==> src/rtl/fetch_unit.sv <==
// Instruction-fetch stage: owns the PC, reads instruction memory over a req/ready handshake,
// holds the fetched word in the IR, and steps the PC when the datapath retires the instruction.
module fetch_unit #(
  parameter logic [31:0] RESET_PC = 32'h0000_0000,
  parameter int          CNT_W    = 32
) (
  input  logic             clk,
  input  logic             reset,
  output logic             imem_req,
  output logic [31:0]      imem_addr,
  input  logic             imem_ready,
  input  logic [31:0]      imem_rdata,
  output logic [31:0]      instr,
  output logic             instr_valid,
  output logic [5:0]       op,
  output logic [5:0]       func,
  output logic [31:0]      pc,
  output logic [31:0]      pc_plus4,
  input  logic             advance,
  input  logic             pcsrc,
  input  logic [31:0]      branch_off,
  output logic [CNT_W-1:0] retired
);

  typedef enum logic {S_FETCH, S_EXEC} state_t;

  state_t           r_state;
  logic [31:0]      r_pc;
  logic [31:0]      r_instr;
  logic             r_valid;
  logic [CNT_W-1:0] r_retired;

  logic [31:0] w_pc_plus4;
  logic [31:0] w_branch_tgt;
  logic [31:0] w_next_pc;
  logic        w_fetch_done;
  logic        w_unused;

  assign w_pc_plus4   = r_pc + 32'd4;
  // Word offset scaled to bytes; the top two offset bits fall off the 32-bit result.
  assign w_branch_tgt = w_pc_plus4 + {branch_off[29:0], 2'b00};
  assign w_next_pc    = pcsrc ? w_branch_tgt : w_pc_plus4;
  assign w_fetch_done = (r_state == S_FETCH) && imem_ready;
  assign w_unused     = ^branch_off[31:30];

  always_ff @(posedge clk) begin
    if (reset) begin
      r_state   <= S_FETCH;
      r_pc      <= {RESET_PC[31:2], 2'b00};
      r_instr   <= 32'd0;
      r_valid   <= 1'b0;
      r_retired <= '0;
    end else begin
      case (r_state)
        S_FETCH: begin
          if (w_fetch_done) begin
            r_instr <= imem_rdata;
            r_valid <= 1'b1;
            r_state <= S_EXEC;
          end
        end
        S_EXEC: begin
          if (advance) begin
            r_pc      <= w_next_pc;
            r_valid   <= 1'b0;
            r_retired <= r_retired + CNT_W'(1);
            r_state   <= S_FETCH;
          end
        end
        default: r_state <= S_FETCH;
      endcase
    end
  end

  // Reset gates the request combinationally so an in-flight access is dropped in the reset cycle.
  assign imem_req    = (r_state == S_FETCH) && !reset;
  assign imem_addr   = r_pc;
  assign instr       = r_instr;
  assign instr_valid = r_valid;
  assign op          = r_instr[31:26];
  assign func        = r_instr[5:0];
  assign pc          = r_pc;
  assign pc_plus4    = w_pc_plus4;
  assign retired     = r_retired;

endmodule

==> config.mk <==
export PLATFORM = sky130hd
export DESIGN_NAME = fetch_unit
export DESIGN_NICKNAME = d
export VERILOG_FILES = /design/src/rtl/fetch_unit.sv
export SDC_FILE = /design/constraint.sdc
export NUM_CORES = 1
export LEC_CHECK = 0
export BUFFER_PORTS_ARGS = -buffer_cell sky130_fd_sc_hd__buf_2
export CAP_MARGIN = 20
export CORE_MARGIN = 1
export CORE_UTILIZATION = 45
export CTS_CLUSTER_DIAMETER = 60
export DETAILED_ROUTE_END_ITERATION = 12
export GPL_TIMING_DRIVEN = 0
export HOLD_SLACK_MARGIN = 0.15
export PLACE_DENSITY = 0.77
export SYNTH_ARGS = -nofsm -noshare
export SYNTH_HDL_FRONTEND = slang
export SYNTH_SLANG_ARGS = --single-unit
export TNS_END_PERCENT = 10
==> constraint.sdc <==
create_clock -name clk -period 4.25 [get_ports clk]
set_clock_uncertainty 0.1 [all_clocks]
set_input_delay 0.425 -clock clk [delete_from_list [all_inputs] [get_ports clk]]
set_output_delay 0.425 -clock clk [all_outputs]
set_load 0.1 [all_outputs]
==> results of run 1 <==
cell type report:
cell class	instances	area, um2
clock inverter	5	51.3
tap	180	225
inverter	12	45.0
multi-input combinational	645	4590
sequential	96	1970
timing repair buffer	260	1370
buffer	83	524
clock buffer	11	264
fill	1203	4890
worst max-delay path: cells and delay by family (launching register included):
kind | cells | cell delay, ns
and+or+nand+nor | 7 | 1.37
AOI/OAI and AO/OA | 4 | 0.75
muxes | 2 | 0.53
DFF | 1 | 0.36
buffers and inverters | 2 | 0.34
adders and majority gates | 1 | 0.29
xor gates and xnor gates | 1 | 0.26
logic make-up (layout without fill, tap and decap cells):
group / after synthesis / count (layout) / synth area share
XOR/XNOR: 75 / 75 / 0.102
buffers and inverters: 102 / 371 / 0.0916
flip-flops: 96 / 96 / 0.297
AND/OR/NAND/NOR: 321 / 321 / 0.226
multiplexers: 6 / 6 / 0.00988
adder cells (fa/ha/maj): 38 / 38 / 0.0747
AO/OA/AOI/OAI: 199 / 199 / 0.198
other: 1 / 6 / 0.000580
flip-flops by register name, summed over array words and instances (netlist names):
name,flops
instr,32
instr_valid,1
imem_addr,30
r_state,1
retired,32
routing by layer:
| metal | up-vias | GRT usage | part of all wire |
|---|---|---|---|
| li1 | 3431 | - | - |
| met1 | 3262 | 0.340 | 0.44 |
| met2 | 222 | 0.441 | 0.47 |
| met3 | 27 | 0.0777 | 0.069 |
| met4 | 0 | 0.0795 | 0.019 |
| met5 | - | 0 | 0 |
final timing paths:
kind         slack (ns)            end    startpoint
max reg2reg        0.13  imem_addr[31]  imem_addr[7]
max                0.13  imem_addr[31]  imem_addr[7]
min reg2reg        0.35      instr[19]     instr[19]
min                0.19        r_state    imem_ready
repair_timing:
item	in CTS	in global routing
setup endpoints to repair	4	5
endpoints found under the hold margin	0	0
setup buffers	23	2
hold buffers	0	0
resized for setup	7	9
pin swaps	15	5
placed cells by master (no fill, tap or decap), drive strengths merged, types with 16 or more instances in the layout:
master and instances:
buf 316, nor2 92, a21oi 73, a21o 25, xor2 40, nor3 21, nand3 27, ha 37
dfxtp 96, inv 16, xnor2 35, clkbuf 38, nand2 121, o21ai 37
report_power, final:
part           leakage (nW)  switching, mW  internal [mW]
sequential            0.793         0.0422          0.928
clock                 0.157          0.388          0.465
combinational          3.44          0.717          0.229
==> results_dict.tcl, run 1 <==
set metrics [dict create \
    worstPathRequired_ns 4.39 \
    drive_gt1_frac 0.373 \
    power_mw 2.77 \
    finalWorstSetupSlack_ns 0.130 \
    gp_congestion 0.930 \
    die_area_um2 14800 \
    holdPathStages 2 \
    ys.flop_type "dfxtp_1" \
    die_h_um 122 \
    yosys.area.top_type "dfxtp_1" \
    cts_sinks 96 \
    core_area_um2 13900 \
    grt_remaining_overflow 0 \
    syn_area_um2 6460 \
    rr_worst_depth 17 \
    crit_fanout 7 \
    setup_violations 0 \
    ys_ff_latch 96 \
    clk_pin_slew_ns 0.07 \
    clk_path_buf_depth 2 \
    via_per_inst 5.37 \
    crit_type "reg2reg" \
    layout.nets 1214 \
    max_stage_delay_ns 0.37 \
    slowest_stage "or3_1" \
    die_w_um 122 \
    wl_per_cell_um 15.7 \
    ys_seq_area_frac 0.297 \
    grt_setup_unrepaired "yes" \
    io_buffers 234 \
    fmax_mhz 243 \
    syn2layout_area_growth_pct 40.0 \
    cts_root_buf "clkbuf_16" \
    synth_async_sr_flop_share 0 \
    final_util 0.649 \
    yosys-top-cells-area "dfxtp_1 (30%), ha_1 (7.2%), nand2_1 (7.0%)" \
    place_area_um2 8490 \
    period_needed_ns 4.12 \
    cts_tree "built" \
    track_usage 0.269 \
    status "completed" \
    drt.antenna.violating_nets 0 \
    drt_iter0_drc 457 \
    yosysTopAreaCellShare 0.297 \
    endpoint_kind "flop" \
    cap_violations 0 \
    yosys-top-cells-count "nand2_1 (121), dfxtp_1 (96), nor2_1 (92)" \
    antenna_found_initial 1 \
    cts_max_level 3 \
    insertion_delay_ns 0.35 \
    synth_edf_count 0 \
    drc 0 \
    num_vias 6942 \
    cp.arrival_ns 4.26 \
    num_antenna_cells 0 \
    row_count 43 \
    syn-instance-count 838 \
    whs_ns 0.194 \
    crit_top_cell "nand4_1" \
    grt_pass1_vias 6204 \
    pre_cts_slack_ns -0.309 \
    p_leak_nw 4.39 \
    timing.slew.headroom 0.546 \
    powerDensity_nw_per_um2 306 \
    hold_viol 0 \
    hp-class "in2reg" \
    cts_buffers 9 \
    crit_chain "buf_4 > nand4_1 > buf_4 > nor3_4 > and2_4 > nand4_1 > xnor2_4 > ha_4 > nand4_1 > nor2_1 > o311ai_2 > a41oi_4 > a21oi_2 > or3_1 > a21oi_2 > mux2i_1 > mux2_1" \
    grt_max_degree 19 \
    fin_cells 1292 \
    ios 243 \
    ys_types 62 \
    grt_pass1_wl_um 31300 \
    ir_worst_vdd_mv 0.218 \
    tightestPinTransition_ns 0.681 \
    dp.cells 1258 \
    final_cell_area_um2 9040 \
    synth.most_common_cell "nand2_1" \
    drt_pass1_iterations 5 \
    slew_viol_final 0 \
    crit_path_start_kind "flop" \
    syn_avg_cell_area_um2 7.71 \
    initial_core_util 0.464 \
    fin_tns_setup_ns 0 \
    routed_wl_um 20300 \
    synth_warnings 0 \
    hpwl_um 15400 \
    post-route-period-util 0.969 \
]
Power figures use the tool's default switching activity.
==> inputs of run 2 (changes only) <==
--- a/config.mk
+++ b/config.mk
@@ -14,6 +14,7 @@
 export GPL_TIMING_DRIVEN = 0
 export HOLD_SLACK_MARGIN = 0.15
 export PLACE_DENSITY = 0.77
+export RECOVER_POWER = 100
 export SYNTH_ARGS = -nofsm -noshare
 export SYNTH_HDL_FRONTEND = slang
 export SYNTH_SLANG_ARGS = --single-unit
==> constraint.sdc (replaced) <==
create_clock -name clk -period 4.25 [get_ports clk]
set_clock_uncertainty 0.1 [all_clocks]
set_input_delay 0 -clock clk [delete_from_list [all_inputs] [get_ports clk]]
set_output_delay 0 -clock clk [all_outputs]
set_load 0.1 [all_outputs]
==> results_dict.tcl, run 2 (synthesis gave the netlist of run 1 again) <==
set metrics [dict create \
    path_buf_inv 1 \
    slowest_stage "dfxtp_4" \
    antenna_found_initial 0 \
    cts_tree "built" \
    crit_fanout 8 \
    clk_path_buf_depth 2 \
    ir_worst_vdd_mv 0.349 \
    p_int_mw 1.59 \
    period_needed_ns 4.13 \
    die_w_um 122 \
    cp.arrival_ns 4.27 \
    endpoint_kind "flop" \
    routed_wl_um 21800 \
    core_area_um2 13900 \
    num_antenna_cells 0 \
    hp-class "in2reg" \
    track_usage 0.288 \
    switching_share 0.427 \
    slew_viol_final 0 \
    grt_remaining_overflow 0 \
    cts_max_level 3 \
    dp.cells 1258 \
    fin_tns_setup_ns 0 \
    final_cell_area_um2 9340 \
    grt_max_degree 21 \
    grt_pass1_vias 6611 \
    p_clk_frac 0.299 \
    cts_root_buf "clkbuf_16" \
    finalWorstSetupSlack_ns 0.119 \
    via_per_inst 5.38 \
    drt_iter0_drc 446 \
    timing.slew.headroom 0.181 \
    drive_gt1_frac 0.213 \
    pre_cts_slack_ns -0.319 \
    io_buffers 234 \
    gp_congestion 0.951 \
    critPathTopFamily "simple AND/OR/NAND/NOR gates" \
    drc 0 \
    power_mw 2.78 \
    hpwl_um 15400 \
    hold_viol 0 \
    setup_violations 0 \
    drt_pass1_iterations 5 \
    cts_buffers 9 \
    status "completed" \
    layout_common_cells "clkbuf_1 (200), nand2_1 (120), nor2_1 (88)" \
    fin_cells 1344 \
    max_stage_delay_ns 0.37 \
    fmax_mhz 242 \
    crit_chain "ha_4 > and3_4 > nand2_2 > nor2_4 > and3_4 > nand3_4 > xnor2_4 > ha_4 > buf_6 > nand4_1 > nor4_2 > nand3_2 > a41oi_4 > a21oi_2 > or3_1 > a21oi_2 > mux2i_1 > mux2_1" \
    die_h_um 122 \
    p_switching_mw 1.19 \
    wl_per_cell_um 16.2 \
    insertion_delay_ns 0.35 \
    tightestPinTransition_ns 1.23 \
    crit_path_start_kind "flop" \
    crit_type "reg2reg" \
    cts_sinks 96 \
    power_frac_seq 0.349 \
    combPwrFrac 0.352 \
    p_leak_nw 3.87 \
    powerDensity_nw_per_um2 298 \
    final_common_cell "clkbuf_1" \
    syn2layout_area_growth_pct 44.5 \
    nFillCells 1260 \
    initial_core_util 0.464 \
    num_vias 7237 \
    die_area_um2 14800 \
    post-route-period-util 0.972 \
    worstPathRequired_ns 4.39 \
    drt.antenna.violating_nets 0 \
    place_area_um2 8490 \
    cap_violations 0 \
    grt_pass1_wl_um 33500 \
    grt_setup_unrepaired "no" \
    clk_pin_slew_ns 0.07 \
    layout.nets 1266 \
    ios 243 \
    row_count 43 \
]
-- run 2: worst reg2reg max path, stage by stage, from the launching register on --
cell and delay, ns:
dfxtp_4 0.37, ha_4 0.14, and3_4 0.18, nand2_2 0.09, nor2_4 0.16, and3_4 0.22, nand3_4 0.13, xnor2_4 0.19
ha_4 0.29, buf_6 0.12, nand4_1 0.19, nor4_2 0.22, nand3_2 0.19, a41oi_4 0.28, a21oi_2 0.10, or3_1 0.37
a21oi_2 0.15, mux2i_1 0.21, mux2_1 0.33
-- run 2: cell type report --
cell class                 count  area [um2]  area share
multi-input combinational    645        4610       0.494
tap                          180         225      0.0241
clock buffer                   9         225      0.0241
buffer                        84         520      0.0557
clock inverter                 7        86.3     0.00925
timing repair buffer         311        1650       0.177
inverter                      12        45.0     0.00482
sequential                    96        1970       0.211
-- run 2: path summary, 6_finish.rpt --
kind,from,endpoint,slack [ns],depth (start not counted)
worst max-delay path,imem_addr[3],imem_addr[31],0.12,18
worst min-delay path,branch_off[24],imem_addr[26],0.15,4
worst max register to register,imem_addr[3],imem_addr[31],0.12,18
worst min register to register,instr[6],instr[6],0.36,2
-- run 2: layer usage --
layer,wire (um),vias to the layer above,part of all wire,global-route usage
met5,0,-,0,0
met4,475,0,0.022,0.0826
met3,1450,43,0.067,0.0716
met2,10600,289,0.49,0.488
met1,9260,3374,0.43,0.359
li1,-,3531,-,-
-- run 2: metrics by stage --
stage	hold WS, ns	util
5_1_grt	0.169	0.670
3_3_place_gp	0.120	0.609
3_5_place_dp	0.125	0.609
2_1_floorplan	0.0102	-
4_1_cts	0.169	0.677
6_report	0.148	0.670
-- run 2: timing repair --
action	in CTS	in global routing
pin swaps	15	12
gates resized for setup	6	17
hold buffers	47	1
setup endpoints to repair	4	4
buffers inserted	20	8
hold endpoints to repair	50	1
-- run 2: power by group through the flow --
| stage | logic, mW | registers [mW] | clock network (mW) |
|---|---|---|---|
| floorplan | 0.545 | 1.21 | 0 |
| global placement | 0.923 | 0.988 | 0 |
| detailed placement | 0.929 | 0.989 | 0 |
| CTS | 0.974 | 0.967 | 0.847 |
| global route | 1.03 | 0.976 | 0.888 |
| finish | 0.978 | 0.971 | 0.832 |
==> inputs of run 3 (changes only) <==
--- a/config.mk
+++ b/config.mk
@@ -5,15 +5,16 @@
 export SDC_FILE = /design/constraint.sdc
 export NUM_CORES = 1
 export LEC_CHECK = 0
+export ABC_AREA = 1
 export BUFFER_PORTS_ARGS = -buffer_cell sky130_fd_sc_hd__buf_2
 export CAP_MARGIN = 20
 export CORE_MARGIN = 1
-export CORE_UTILIZATION = 45
+export CORE_UTILIZATION = 47
 export CTS_CLUSTER_DIAMETER = 60
 export DETAILED_ROUTE_END_ITERATION = 12
 export GPL_TIMING_DRIVEN = 0
 export HOLD_SLACK_MARGIN = 0.15
-export PLACE_DENSITY = 0.77
+export PLACE_DENSITY = 0.78
 export RECOVER_POWER = 100
 export SYNTH_ARGS = -nofsm -noshare
 export SYNTH_HDL_FRONTEND = slang
==> constraint.sdc (replaced) <==
create_clock -name clk -period 3.75 [get_ports clk]
set_clock_uncertainty 0.1 [all_clocks]
set_input_delay 0 -clock clk [delete_from_list [all_inputs] [get_ports clk]]
set_output_delay 0 -clock clk [all_outputs]
set_load 0.1 [all_outputs]
==> results_dict.tcl, run 3 <==
set metrics [dict create \
    row_count 46 \
    grt_max_degree 17 \
    initial_core_util 0.480 \
    drt_pass1_iterations 5 \
    whs_ns 0.149 \
    timing.slew.headroom 0.177 \
    powerDensity_nw_per_um2 341 \
    ys_ff_latch 96 \
    r2r_slack_ns 0.22 \
    cts_tree "built" \
    cts_max_level 3 \
    setup_violations 0 \
    p_leak_nw 4.74 \
    crit_path_start "imem_addr[2]" \
    synth_async_sr_flop_share 0 \
    dp.cells 1715 \
    cts_buffers 9 \
    synth_warnings 0 \
    yosys.area.top_type "dfxtp_1" \
    track_usage 0.300 \
    syn2layout_area_growth_pct 29.3 \
    gp_congestion 0.959 \
    holdPathStages 6 \
    drt_iter0_drc 747 \
    routed_wl_um 25600 \
    grt_setup_unrepaired "no" \
    yosysTopAreaCellShare 0.253 \
    hpwl_um 19800 \
    nFillCells 1586 \
    slowest_stage "dfxtp_4" \
    syn_avg_cell_area_um2 6.03 \
    crit_top_cell "nand2_1" \
    hp-class "in2reg" \
    cts_sinks 96 \
    worstHoldEndpoint "imem_addr[4]" \
    die_h_um 129 \
    crit_path_start_kind "flop" \
    yosys-top-cells-count "nand2_1 (379), nor2_1 (192), inv_1 (154)" \
    clk_pin_slew_ns 0.07 \
    grt_remaining_overflow 0 \
    cap_violations 0 \
    cp.arrival_ns 3.68 \
    synth.most_common_cell "nand2_1" \
    post-route-period-util 0.942 \
    ios 243 \
    crit_fanout 6 \
    place_area_um2 9220 \
    endpoint_kind "flop" \
    worstPathRequired_ns 3.90 \
    ir_worst_vdd_mv 0.216 \
    num_vias 9024 \
    regArea_um2 1960 \
    final_cell_area_um2 9830 \
    crit_chain "ha_1 > nand2_1 > nor2_1 > nand2_1 > inv_1 > and3_1 > xor2_2 > clkinvlp_2 > ha_4 > nand3_1 > nor2_1 > nand4_1 > nand4_1 > nand3_1 > nand2_1 > nand2_1" \
    insertion_delay_ns 0.35 \
    grt_pass1_wl_um 39200 \
    die_area_um2 16700 \
    drt.antenna.violating_nets 0 \
    ys_seq_area_frac 0.253 \
    power_mw 3.35 \
    layout.nets 1674 \
    layout_common_cells "nand2_1 (382), nor2_1 (196), clkbuf_1 (190)" \
    syn-instance-count 1260 \
    rr_endpoint "imem_addr[22]" \
    via_per_inst 5.05 \
    drc 0 \
    max_stage_delay_ns 0.39 \
    antenna_found_initial 0 \
    wl_per_cell_um 14.3 \
    crit_type "reg2reg" \
    final_common_cell "nand2_1" \
    fmax_mhz 283 \
    multiInputGateArea_um2 4670 \
    syn_area_um2 7600 \
    fin_cells 1788 \
    holdCritStartpoint "branch_off[2]" \
    period_needed_ns 3.53 \
    slew_viol_final 0 \
    io_buffers 234 \
    ys_types 45 \
    yosys-top-cells-area "dfxtp_1 (25%), nand2_1 (19%), nor2_1 (9.5%)" \
    timing.rr.start "imem_addr[2]" \
    tightestPinTransition_ns 1.24 \
    final_util 0.621 \
    num_antenna_cells 0 \
    status "completed" \
    ys.flop_type "dfxtp_1" \
    drive_gt1_frac 0.120 \
    clk_path_buf_depth 2 \
    die_w_um 129 \
    grt_pass1_vias 7849 \
    synth_edf_count 0 \
    core_area_um2 15800 \
    hold_viol 0 \
    cts_root_buf "clkbuf_16" \
    rr_worst_depth 16 \
]
==> run 3: worst max path at each step <==
| stage | endpoint | slack (ns) | cells past startpoint |
|---|---|---|---|
| final | imem_addr[22] | 0.22 | 16 |
| after global routing | imem_addr[27] | 0.04 | 19 |
| after CTS | imem_addr[27] | 0.20 | 19 |
| after detailed placement | imem_addr[27] | 0.23 | 19 |
| after global placement | imem_addr[27] | 0.22 | 19 |
| after floorplan | imem_addr[30] | -0.002 | 17 |
==> run 3: final cells by class <==
cell class / count / area share
multi-input combinational: 935 / 0.475
sequential: 96 / 0.199
timing repair buffer: 291 / 0.156
inverter: 161 / 0.0624
buffer: 73 / 0.0471
tap: 216 / 0.0275
clock buffer: 10 / 0.0243
clock inverter: 6 / 0.00916
==> run 3: cells by family after synthesis <==
logic type / count (synthesis) / share of synthesized area
buf+inv: 234 / 0.141
fa+ha+maj: 38 / 0.0635
other cells: 1 / 0.000493
flops: 96 / 0.253
mux: 1 / 0.00132
compound gates: 122 / 0.0869
xor+xnor: 42 / 0.0484
simple gates: 726 / 0.406
==> run 3: repair_timing <==
item	4_1_cts	5_1_grt
hold endpoints to repair	66	0
endpoints found under the setup margin	0	4
resized for setup	0	2
setup buffers	0	0
hold buffers	57	0
==> run 3: per-layer routing <==
layer	GRT usage	wire length, um	share of wire	vias to the layer above
li1	-	-	-	4518
met1	0.409	11500	0.45	4059
met2	0.493	11600	0.45	398
met3	0.0363	1730	0.068	49
met4	0.0900	687	0.027	0
met5	0	0	0	-
==> run 3: stage by stage <==
step	worst slack, ns	TNS, ns
after floorplan	-0.00221	-0.00221
after global placement	0.217	0
after detailed placement	0.235	0
after CTS	0.205	0
after global routing	0.0385	0
final	0.219	0
==> run 3: critical path, delay by kind of cell, from the launching register on <==
kind,cells,cell delay (ns)
DFF,1,0.39
adders and majority gates,2,0.61
and+or+nand+nor,11,1.75
buffers and inverters,2,0.33
xor gates and xnor gates,1,0.24
==> run 3: power by group <==
part	total, mW	leakage [nW]	switching, mW	internal [mW]
clock network	1.03	0.159	0.420	0.606
logic	1.21	3.79	0.958	0.253
registers	1.11	0.795	0.0474	1.07
